$ cat src/rtl/f_bpred_npc_if.sv
// Fetch/decode-side signals exchanged between the pipeline and the next-PC unit.
// The pipeline drives the master side; the next-PC unit sits on the slave side.
interface f_bpred_npc_if #(
  parameter int CNT_W = 16
);
  logic             stall_F;
  logic [31:0]      pc_F;
  logic             pred_taken_F;
  logic [31:0]      pred_target_F;
  logic             valid_D;
  logic [31:0]      pc_D;
  logic             is_b_D;
  logic             is_j_D;
  logic             is_jr_D;
  logic             taken_D;
  logic [31:0]      target_D;
  logic             pred_taken_D;
  logic [31:0]      pred_target_D;
  logic             flush_D;
  logic [CNT_W-1:0] mispred_cnt;

  modport master (
    output stall_F, valid_D, pc_D, is_b_D, is_j_D, is_jr_D, taken_D, target_D,
           pred_taken_D, pred_target_D,
    input  pc_F, pred_taken_F, pred_target_F, flush_D, mispred_cnt
  );

  modport slave (
    input  stall_F, valid_D, pc_D, is_b_D, is_j_D, is_jr_D, taken_D, target_D,
           pred_taken_D, pred_target_D,
    output pc_F, pred_taken_F, pred_target_F, flush_D, mispred_cnt
  );
endinterface

$ cat src/rtl/f_bpred_npc.sv
// Fetch PC register and next-PC unit: direct-mapped BTB with 2-bit counters,
// verified against decode-stage resolution, or legacy delay-slot redirect.
module f_bpred_npc #(
  parameter logic [31:0] RESET_PC   = 32'h0000_3000,
  parameter int          ENTRIES    = 16,
  parameter bit          DELAY_SLOT = 1'b0,
  parameter int          CNT_W      = 16
) (
  input  logic         clk,
  input  logic         reset,
  f_bpred_npc_if.slave bus
);
  localparam int IDX_W = $clog2(ENTRIES);
  localparam int TAG_W = 30 - IDX_W;

  logic [31:0]      pc_reg, pc_next;
  logic [CNT_W-1:0] cnt_reg, cnt_next;

  logic [ENTRIES-1:0] valid_vec;
  logic [1:0]         ctr_vec [ENTRIES];
  logic [TAG_W-1:0]   tag_mem [ENTRIES];
  logic [31:0]        target_mem [ENTRIES];

  // Fetch-side lookup
  logic [IDX_W-1:0] idx_f;
  logic             hit_f;
  logic [31:0]      pc_plus4;
  logic             pred_taken;
  logic [31:0]      pred_target;

  assign idx_f       = pc_reg[IDX_W+1:2];
  assign hit_f       = valid_vec[idx_f] && (tag_mem[idx_f] == pc_reg[31:IDX_W+2]);
  assign pc_plus4    = pc_reg + 32'd4;
  assign pred_taken  = !DELAY_SLOT && hit_f && ctr_vec[idx_f][1];
  assign pred_target = pred_taken ? target_mem[idx_f] : pc_plus4;

  // Decode-side resolution
  logic        resolve;
  logic        is_ctl;
  logic        act_taken;
  logic [31:0] act_npc;
  logic        mispredict;

  assign resolve    = bus.valid_D && !bus.stall_F;
  assign is_ctl     = bus.is_b_D || bus.is_j_D || bus.is_jr_D;
  assign act_taken  = bus.is_j_D || bus.is_jr_D || (bus.is_b_D && bus.taken_D);
  assign act_npc    = act_taken ? bus.target_D : (bus.pc_D + 32'd4);
  assign mispredict = !DELAY_SLOT && resolve &&
                      ((bus.pred_taken_D != act_taken) ||
                       (act_taken && (bus.pred_target_D != bus.target_D)));

  always_comb begin
    pc_next = pc_reg;
    if (DELAY_SLOT) begin
      if (!bus.stall_F)
        pc_next = (resolve && act_taken) ? bus.target_D : pc_plus4;
    end else if (mispredict) begin
      pc_next = act_npc;
    end else if (!bus.stall_F) begin
      pc_next = pred_target;
    end
  end

  assign cnt_next = (mispredict && (cnt_reg != {CNT_W{1'b1}})) ? cnt_reg + CNT_W'(1) : cnt_reg;

  always_ff @(posedge clk or negedge reset) begin
    if (!reset) begin
      pc_reg  <= RESET_PC;
      cnt_reg <= '0;
    end else begin
      pc_reg  <= pc_next;
      cnt_reg <= cnt_next;
    end
  end

  // BTB update decode; jumps win over branches if both flags are ever raised
  logic [IDX_W-1:0] idx_d;
  logic [TAG_W-1:0] tag_d;
  logic             hit_d;
  logic             btb_upd;
  logic             j_op, b_op;
  logic             wr_alloc, wr_target, ctr_we, inval;
  logic [1:0]       ctr_cur, ctr_new;

  assign idx_d   = bus.pc_D[IDX_W+1:2];
  assign tag_d   = bus.pc_D[31:IDX_W+2];
  assign hit_d   = valid_vec[idx_d] && (tag_mem[idx_d] == tag_d);
  assign btb_upd = !DELAY_SLOT && resolve;
  assign j_op    = bus.is_j_D;
  assign b_op    = bus.is_b_D && !bus.is_j_D && !bus.is_jr_D;
  assign ctr_cur = ctr_vec[idx_d];

  assign wr_alloc  = btb_upd && (j_op || (b_op && !hit_d && bus.taken_D));
  assign wr_target = wr_alloc || (btb_upd && b_op && hit_d && bus.taken_D);
  assign ctr_we    = wr_alloc || (btb_upd && b_op && hit_d);
  assign inval     = btb_upd && !is_ctl && hit_d;

  always_comb begin
    ctr_new = ctr_cur;
    if (j_op)
      ctr_new = 2'b11;
    else if (!hit_d)
      ctr_new = 2'b10;
    else if (bus.taken_D)
      ctr_new = (ctr_cur == 2'b11) ? 2'b11 : ctr_cur + 2'd1;
    else
      ctr_new = (ctr_cur == 2'b00) ? 2'b00 : ctr_cur - 2'd1;
  end

  genvar gi;
  generate
    for (gi = 0; gi < ENTRIES; gi++) begin : g_entry
      logic       valid_reg;
      logic [1:0] ctr_reg;
      logic       sel;

      assign sel = (idx_d == IDX_W'(gi));

      always_ff @(posedge clk or negedge reset) begin
        if (!reset) begin
          valid_reg <= 1'b0;
          ctr_reg   <= 2'b01;
        end else if (sel) begin
          if (wr_alloc)
            valid_reg <= 1'b1;
          else if (inval)
            valid_reg <= 1'b0;
          if (ctr_we)
            ctr_reg <= ctr_new;
        end
      end

      assign valid_vec[gi] = valid_reg;
      assign ctr_vec[gi]   = ctr_reg;
    end
  endgenerate

  // Tag/target payload is qualified by valid, so it needs no reset
  always_ff @(posedge clk) begin
    if (wr_alloc)
      tag_mem[idx_d] <= tag_d;
    if (wr_target)
      target_mem[idx_d] <= bus.target_D;
  end

  assign bus.pc_F          = pc_reg;
  assign bus.pred_taken_F  = pred_taken;
  assign bus.pred_target_F = pred_target;
  assign bus.flush_D       = mispredict;
  assign bus.mispred_cnt   = cnt_reg;
endmodule

$ cat src/flat_wrapper.sv
// flat-port wrapper written by rule: the top's interface ports become plain ports
module f_bpred_npc_flat 
#(
  parameter logic [31:0] RESET_PC   = 32'h0000_3000,
  parameter int          ENTRIES    = 16,
  parameter bit          DELAY_SLOT = 1'b0,
  parameter int          CNT_W      = 16
)
  (clk, reset, bus_stall_F, bus_valid_D, bus_pc_D, bus_is_b_D, bus_is_j_D, bus_is_jr_D, bus_taken_D, bus_target_D, bus_pred_taken_D, bus_pred_target_D, bus_pc_F, bus_pred_taken_F, bus_pred_target_F, bus_flush_D, bus_mispred_cnt);
  f_bpred_npc_if #(.CNT_W(CNT_W)) bus_i ();
  input  logic clk;
  input  logic reset;
  input wire logic [$bits(bus_i.stall_F)-1:0] bus_stall_F;
  input wire logic [$bits(bus_i.valid_D)-1:0] bus_valid_D;
  input wire logic [$bits(bus_i.pc_D)-1:0] bus_pc_D;
  input wire logic [$bits(bus_i.is_b_D)-1:0] bus_is_b_D;
  input wire logic [$bits(bus_i.is_j_D)-1:0] bus_is_j_D;
  input wire logic [$bits(bus_i.is_jr_D)-1:0] bus_is_jr_D;
  input wire logic [$bits(bus_i.taken_D)-1:0] bus_taken_D;
  input wire logic [$bits(bus_i.target_D)-1:0] bus_target_D;
  input wire logic [$bits(bus_i.pred_taken_D)-1:0] bus_pred_taken_D;
  input wire logic [$bits(bus_i.pred_target_D)-1:0] bus_pred_target_D;
  output wire logic [$bits(bus_i.pc_F)-1:0] bus_pc_F;
  output wire logic [$bits(bus_i.pred_taken_F)-1:0] bus_pred_taken_F;
  output wire logic [$bits(bus_i.pred_target_F)-1:0] bus_pred_target_F;
  output wire logic [$bits(bus_i.flush_D)-1:0] bus_flush_D;
  output wire logic [$bits(bus_i.mispred_cnt)-1:0] bus_mispred_cnt;
  assign bus_i.stall_F = bus_stall_F;
  assign bus_i.valid_D = bus_valid_D;
  assign bus_i.pc_D = bus_pc_D;
  assign bus_i.is_b_D = bus_is_b_D;
  assign bus_i.is_j_D = bus_is_j_D;
  assign bus_i.is_jr_D = bus_is_jr_D;
  assign bus_i.taken_D = bus_taken_D;
  assign bus_i.target_D = bus_target_D;
  assign bus_i.pred_taken_D = bus_pred_taken_D;
  assign bus_i.pred_target_D = bus_pred_target_D;
  assign bus_pc_F = bus_i.pc_F;
  assign bus_pred_taken_F = bus_i.pred_taken_F;
  assign bus_pred_target_F = bus_i.pred_target_F;
  assign bus_flush_D = bus_i.flush_D;
  assign bus_mispred_cnt = bus_i.mispred_cnt;
  f_bpred_npc #(.RESET_PC(RESET_PC), .ENTRIES(ENTRIES), .DELAY_SLOT(DELAY_SLOT), .CNT_W(CNT_W)) u_core (.clk(clk), .reset(reset), .bus(bus_i));
endmodule
$ cat config.mk
export PLATFORM = sky130hd
export DESIGN_NAME = f_bpred_npc_flat
export DESIGN_NICKNAME = d
export VERILOG_FILES = /design/src/rtl/f_bpred_npc_if.sv /design/src/rtl/f_bpred_npc.sv /design/src/flat_wrapper.sv
export SDC_FILE = /design/constraint.sdc
export NUM_CORES = 2
export LEC_CHECK = 0
export BUFFER_PORTS_ARGS = -buffer_cell sky130_fd_sc_hd__buf_2
export CORE_ASPECT_RATIO = 1.2
export CORE_MARGIN = 4
export CORE_UTILIZATION = 44
export CTS_BUF_LIST = sky130_fd_sc_hd__clkbuf_4 sky130_fd_sc_hd__clkbuf_8 sky130_fd_sc_hd__clkbuf_16
export DETAILED_ROUTE_END_ITERATION = 6
export PLACE_DENSITY = 0.66
export SLEW_MARGIN = 20
export SYNTH_ARGS = -nofsm -noshare
export SYNTH_HDL_FRONTEND = slang
export SYNTH_SLANG_ARGS = --single-unit
$ cat constraint.sdc
create_clock -name clk -period 12.77 [get_ports clk]
set_input_delay 2.554 -clock clk [delete_from_list [all_inputs] [get_ports clk]]
set_output_delay 2.554 -clock clk [all_outputs]
set_load 0.03 [all_outputs]
======== After elaboration in Yosys (flattened, before gate mapping) ========
Memory sizes are Yosys's and may differ from the RTL's.
Cells that the tools add are included.
storage, ports and cells
  output and inout bits ................... 82
  memories ................................ 2
  logic and storage cells ................. 160
  memory bits (writable) .................. 928
  input port bits ......................... 105
  bits in registers ....................... 96
memories
  name               depth  bits a word  rd ports  clocked after Yosys merged registers in  write ports  line               text
  u_core.target_mem  16     32           1         0                                        1            f_bpred_npc.sv:22  logic [31:0] target_mem [ENTRIES];
  u_core.tag_mem     16     26           2         0                                        1            f_bpred_npc.sv:21  logic [TAG_W-1:0] tag_mem [ENTRIES];
operators by class
  bitwise operators ....................... 2
  $add $sub $neg .......................... 5
  order comparisons ....................... 4
  muxes and demuxes ....................... 25
  reductions and logical operators ........ 66
  equality and inequality tests ........... 22
operator list
  operator                                                    count
  2-to-1 mux 32 bit                                           4
  adder 32 x 3 -> 32 bit, second input constant               2
  AND reduction 2 bit                                         32
  equality test 26 bit                                        2
  equality test 4 bit, second input constant                  8
  inequality test 32 bit                                      1
  logical AND 1 bit                                           18
  2-to-1 mux 2 bit                                            9
  adder 16 x 1 -> 16 bit, second input constant               1
  binary-select mux 2 bit (select 4 bit)                      2
  equality test 4 x 3 -> 1 bit, second input constant         4
  inequality test 16 bit, second input constant               1
  >= comparator 5 bit, second input constant                  2
  less-than comparator 4 x 5 -> 1 bit, second input constant  2
  NOT 4 -> 5 bit                                              2
  binary-select mux 1 bit (select 4 bit)                      2
  equality test 4 x 2 -> 1 bit, second input constant         2
  logical OR 1 bit                                            8
  2-to-1 mux 1 bit                                            8
  logical NOT 1 bit                                           5
  equality test 4 x 1 -> 1 bit, second input constant         1
  logical NOT 4 bit                                           1
  adder 2 x 1 -> 2 bit, second input constant                 1
  equality test 2 bit, second input constant                  1
  5 further kinds                                             5

======== Longest topological paths before layout ========
  word-level depth ........................ 11
  gate-level depth with buffers ........... 18

======== Least setup slack after synthesis ========
OpenSTA, ideal clock, no wires.
  path type ............................... input-to-output
  start point ............................. in bus_is_j_D
  end point ............................... out bus_flush_D
  cell stages on the path ................. 8
  setup slack ............................. 5790 ps
  required time ........................... 10216 ps
  arrival time ............................ 4426 ps
  cell sequence ........................... clkbuf_1 > a211oi_1 > nor4_1 > nand4_1 > or3_1 > o211ai_1 > clkinv_1 > clkbuf_1
on the way
  word-level cells in the longest chain between the ends .. 5
  elaborated cells between the ends (all ways) .. 6
RTL lines
  element                                                            line                                  text
  start: declaration                                                 flat_wrapper.sv:17                    input wire logic [$bits(bus_i.is_j_D)-1:0] bus_is_j_D;
  logical OR 1 bit (*) (2 in a row)                                  f_bpred_npc.sv:46                     assign act_taken = bus.is_j_D || bus.is_jr_D || (bus.is_b_D && bus.taken_D);
  inequality test 1 bit / logical AND 1 bit (equally long branches)  f_bpred_npc.sv:49, f_bpred_npc.sv:50
  logical OR 1 bit (*)                                               f_bpred_npc.sv:49                     ((bus.pred_taken_D != act_taken) ||
  logical AND 1 bit (*)                                              f_bpred_npc.sv:48                     assign mispredict = !DELAY_SLOT && resolve &&
  end: declaration                                                   flat_wrapper.sv:26                    output wire logic [$bits(bus_i.flush_D)-1:0] bus_flush_D;
Every way passes the cells marked *; elsewhere a longest branch is shown, timed or not.

======== Final worst setup path ========
  start point ............................. reg u_core.pc_reg[3], in the netlist u_core.bus.pc_F[3]
  end point ............................... out bus_pred_target_F[4]
on the way
  word-level cells in the longest chain between the ends .. 6
  elaborated cells between the ends (all ways) .. 13
RTL lines
  element                                                            line                text
  start: declaration                                                 f_bpred_npc.sv:16   logic [31:0] pc_reg, pc_next;
  start signal: assignment                                           f_bpred_npc.sv:71   pc_reg <= pc_next;
  branches (longest 5 deep; another with memory read (16 x 26 bit))  n/a
  2-to-1 mux 32 bit (*)                                              f_bpred_npc.sv:35   assign pred_target = pred_taken ? target_mem[idx_f] : pc_plus4;
  end: declaration                                                   flat_wrapper.sv:25  output wire logic [$bits(bus_i.pred_target_F)-1:0] bus_pred_target_F;
Mark *: on every way between the ends. The select of a mux whose other input is x is not followed.

==> results.sh <==
export IMPL_pwr_density_cell_mw_per_mm2=165.2
export IMPL_reg_top3="u_core.target_mem x512, u_core.tag_mem x416"
export IMPL_final_net_count=3069
export IMPL_syn2layout_area_growth_pct=12.77
export IMPL_yosysUniqueCellTypes=80
export IMPL_vdd_ir_drop_max_mv=0.1294
export IMPL_p_int_w=0.006234
export IMPL_drcViolationCount=0
export IMPL_ys_warn_count=0
export IMPL_cap_violations=0
export IMPL_tns_ps=0
export IMPL_power_switching_w=0.002498
export IMPL_yosys_area_share_simple_pct=5.090
export IMPL_combPwrFrac_pct=20.4
export IMPL_syn_cell_area_mm2=0.04688
export IMPL_cts_tree="done"
export IMPL_synthMuxAreaShare_pct=19.19
export IMPL_grt_pass1_wl_mm=207.2
export IMPL_synth_xor_area_share_pct=2.522
export IMPL_slowest_delay_ps=800
export IMPL_die_height_um=365.6
export IMPL_cpMaxStageDelayCell="dfrtp_4"
export IMPL_status="complete, no violations"
export IMPL_fmax_ghz=0.1127
export IMPL_whs_ps=494.2
export IMPL_drive_gt1_share_pct=28.60
export IMPL_synthCells=2794
export IMPL_nFillCells=8541
export IMPL_fp_dieW_um=306.0
export IMPL_largest_reg_flops=512
export IMPL_grt_pass1_vias=28960
export IMPL_rr_startpoint="u_core.bus.pc_F[3]"
export IMPL_overflow=0
export IMPL_finalCriticalPeriod_ps=8871
export IMPL_synth_yosys_seq_area_share_pct=64.62
export IMPL_finalSetupViolations=0
export IMPL_worstSkewPairLatency_ps=680
export IMPL_power_frac_seq_pct=44.7
export IMPL_synthTopCellsByArea="edfxtp_1 (59%), mux4_2 (14%), dfrtp_1 (4.2%)"
export IMPL_dr_first_iter_drc_count=3922
export IMPL_numCtsBuffers=101
export IMPL_ys_ff_latch=1024
export IMPL_ctsResizeCount=0
export IMPL_synth_ff_type="edfxtp_1"
export IMPL_hold_start="u_core.bus.mispred_cnt[15]"
export IMPL_fin_skew_ps=25.35
export IMPL_dpl_hpwl_mm=89.62
export IMPL_path_clk_slew_ps=60
export IMPL_crit_path_start="u_core.bus.pc_F[3]"
export IMPL_top_register="u_core.target_mem"
export IMPL_max_slew_worst_pin_slew_ps=1168
export IMPL_grtUsageTotal_pct=25.40
export IMPL_synthAdderAreaFrac_pct=0.2028
export IMPL_wirelength_mm=144.1
export IMPL_postCtsSetupRepairBufs=0
export IMPL_htreeDepth=3
export IMPL_cts_hold_fix_buffers=0
export IMPL_path_max_fanout=128
export IMPL_hold_viol_final=0
export IMPL_gp_congestion=0.9265
export IMPL_async_flop_share_pct=9.375
export IMPL_hp_class="flop to flop"
export IMPL_fin_crit_sh_pct=69.47
export IMPL_numClockSinks=1024
export IMPL_synth_top_area_cell="edfxtp_1"
export IMPL_worstSetupPathType="flop to primary output"
export IMPL_power_share_switching_pct=28.61
export IMPL_endpoint_kind="primary output"
export IMPL_diodes=0
export IMPL_arrival_ps=6320
export IMPL_dieArea_mm2=0.1119
export IMPL_synth_avg_cell_area_um2=16.78
export IMPL_synth_fp_nets=2905
export IMPL_viasPerCell=6.532
export IMPL_synth_edff_count=928
export IMPL_start_kind="flop"
export IMPL_p_clk_share_pct=34.9
export IMPL_p_leak_nw=17.70
export IMPL_clk_path_buf_depth=3
export IMPL_wl_per_cell_um=32.59
export IMPL_portBuffers=186
export IMPL_synth_top_area_share_pct=59.44
export IMPL_synth_top_family_by_area="multiplexers"
export IMPL_start_util_pct=44.55
export IMPL_clockRootBuffer="clkbuf_16"
export IMPL_ant_nets=0
export IMPL_path_cells="buf_12 -> mux4_2 -> nor2b_1 -> a211oi_1 -> nor3_1 -> or3b_2 -> nor4_1 -> nand4_1 -> buf_4 -> a21oi_1 -> buf_2"
export IMPL_slew_violations=0
export IMPL_num_rows=130
export IMPL_max_slew_margin_pct=22.15
export IMPL_core_area_mm2=0.1052
export IMPL_ios=187
export IMPL_via_count=28880
export IMPL_cp_required_ps=10220
export IMPL_grt_start_max_net_pins=129
export IMPL_antenna_found_initial=7
export IMPL_rsz0062_at_grt="false"
export IMPL_synth_compound_area_share_pct=6.072
export IMPL_dr_pass1_iters=6
[power groups by stage]
| stage | Combinational [W] | Clock [W] | Sequential, W |
|---|---|---|---|
| finish | 0.00178 | 0.00305 | 0.00391 |
| global route | 0.00187 | 0.00322 | 0.00392 |
| CTS | 0.00177 | 0.00308 | 0.00390 |
| detailed placement | 0.00177 | 0 | 0.00397 |
| global placement | 0.00174 | 0 | 0.00396 |
| floorplan | 0.00116 | 0 | 0.00393 |
[stage by stage]
step                      total power (W)  utilization (%)  std cells  area, um2  worst slack (ps)
after floorplan                  0.005093                -       2794      46880              5790
after global placement           0.005709            46.96       4239      49420              4194
after detailed placement         0.005737            46.96       4239      49420              4217
after CTS                        0.008750            50.18       4419      52810              3879
after global routing             0.009007            50.24       4421      52870              3736
final                            0.008732            50.24       4421      52870              3899
[synth_stat cells, drive strengths merged, types with 14 or more instances]
| library cell | instances |
|---|---|
| a21oi | 87 |
| nand4 | 19 |
| edfxtp | 928 |
| a221oi | 19 |
| inv | 26 |
| nor4 | 15 |
| xnor2 | 73 |
| and3 | 21 |
| a211oi | 23 |
| buf | 93 |
| dfstp | 18 |
| xor2 | 62 |
| mux2i | 160 |
| a22oi | 32 |
| nor3 | 29 |
| a31o | 22 |
| a22o | 36 |
| mux2 | 40 |
| a31oi | 57 |
| o21ai | 43 |
| nor2 | 141 |
| clkbuf | 104 |
| nand2 | 127 |
| mux4 | 307 |
| dfrtp | 78 |
| nor2b | 14 |
| and2 | 20 |
| o22ai | 24 |
| nand3 | 41 |
[worst max-delay path, delay by kind of cell, from the launching register on]
family,cells,cell delay (ps)
AOI/OAI and AO/OA,2,1230
and+or+nand+nor,5,1340
DFF,1,800
muxes,1,600
buffers and inverters,3,1440
[cell type report]
type / count / area [um2] / share of cell area, %
inverters: 29 / 111.4 / 0.2106
repair buffers: 258 / 1577 / 2.982
multi-input cells: 1544 / 15750 / 29.80
well taps: 1386 / 1734 / 3.280
flip-flops and latches: 1024 / 30300 / 57.32
clock buffers: 134 / 2829 / 5.351
clock inverters: 46 / 558.0 / 1.056
[cell families after synthesis]
| group | count (synthesis) |
|---|---|
| adder cells (fa/ha/maj) | 8 |
| XOR/XNOR | 135 |
| AO/OA/AOI/OAI | 411 |
| multiplexers | 507 |
| AND/OR/NAND/NOR | 483 |
| flip-flops | 1024 |
| buffers and inverters | 226 |
[cells in the final DEF (no fill, tap or decap), drive strengths merged, types with 9 or more instances in the layout]
cell | netlist | final
a31o | 22 | 22
o22ai | 24 | 24
mux2i | 160 | 160
a221oi | 19 | 19
nor4 | 15 | 15
o21ai | 43 | 43
or3 | 10 | 10
xnor2 | 73 | 73
inv | 26 | 28
and2 | 20 | 20
a21oi | 87 | 87
nor2b | 14 | 14
and3 | 21 | 21
a22o | 36 | 36
nand2 | 127 | 127
clkinv | 3 | 34
a211oi | 23 | 23
dfstp | 18 | 18
xor2 | 62 | 62
clkbuf | 104 | 134
bufinv | 0 | 10
nor3 | 29 | 29
nand3 | 41 | 41
a31oi | 57 | 57
mux2 | 40 | 40
dfrtp | 78 | 78
a22oi | 32 | 32
mux4 | 307 | 307
buf | 93 | 258
nand4 | 19 | 19
nor2 | 141 | 141
edfxtp | 928 | 928
nand3b | 9 | 9
o211ai | 10 | 10
[layer usage]
layer / up-vias / routed length, um / track usage (%)
met4: 6 / 5795 / 9.745
li1: 11680 / - / -
met5: - / 34 / 0
met2: 1872 / 69210 / 41.55
met1: 14990 / 52800 / 32.87
met3: 333 / 16240 / 6.533
[path summary, 6_finish.rpt]
path	endpoint	slack [ps]	cells past startpoint
min in group asynchronous	u_core.g_entry[1].ctr_reg[1]	1820	1
hold reg to reg	u_core.bus.mispred_cnt[15]	490	1
setup reg to reg	u_core.bus.pc_F[27]	6870	12
hold / removal	u_core.bus.mispred_cnt[15]	490	1
setup / recovery	bus_pred_target_F[4]	3900	11
max in group asynchronous	u_core.bus.pc_F[2]	9530	2
(Power assumes the default switching activity.)
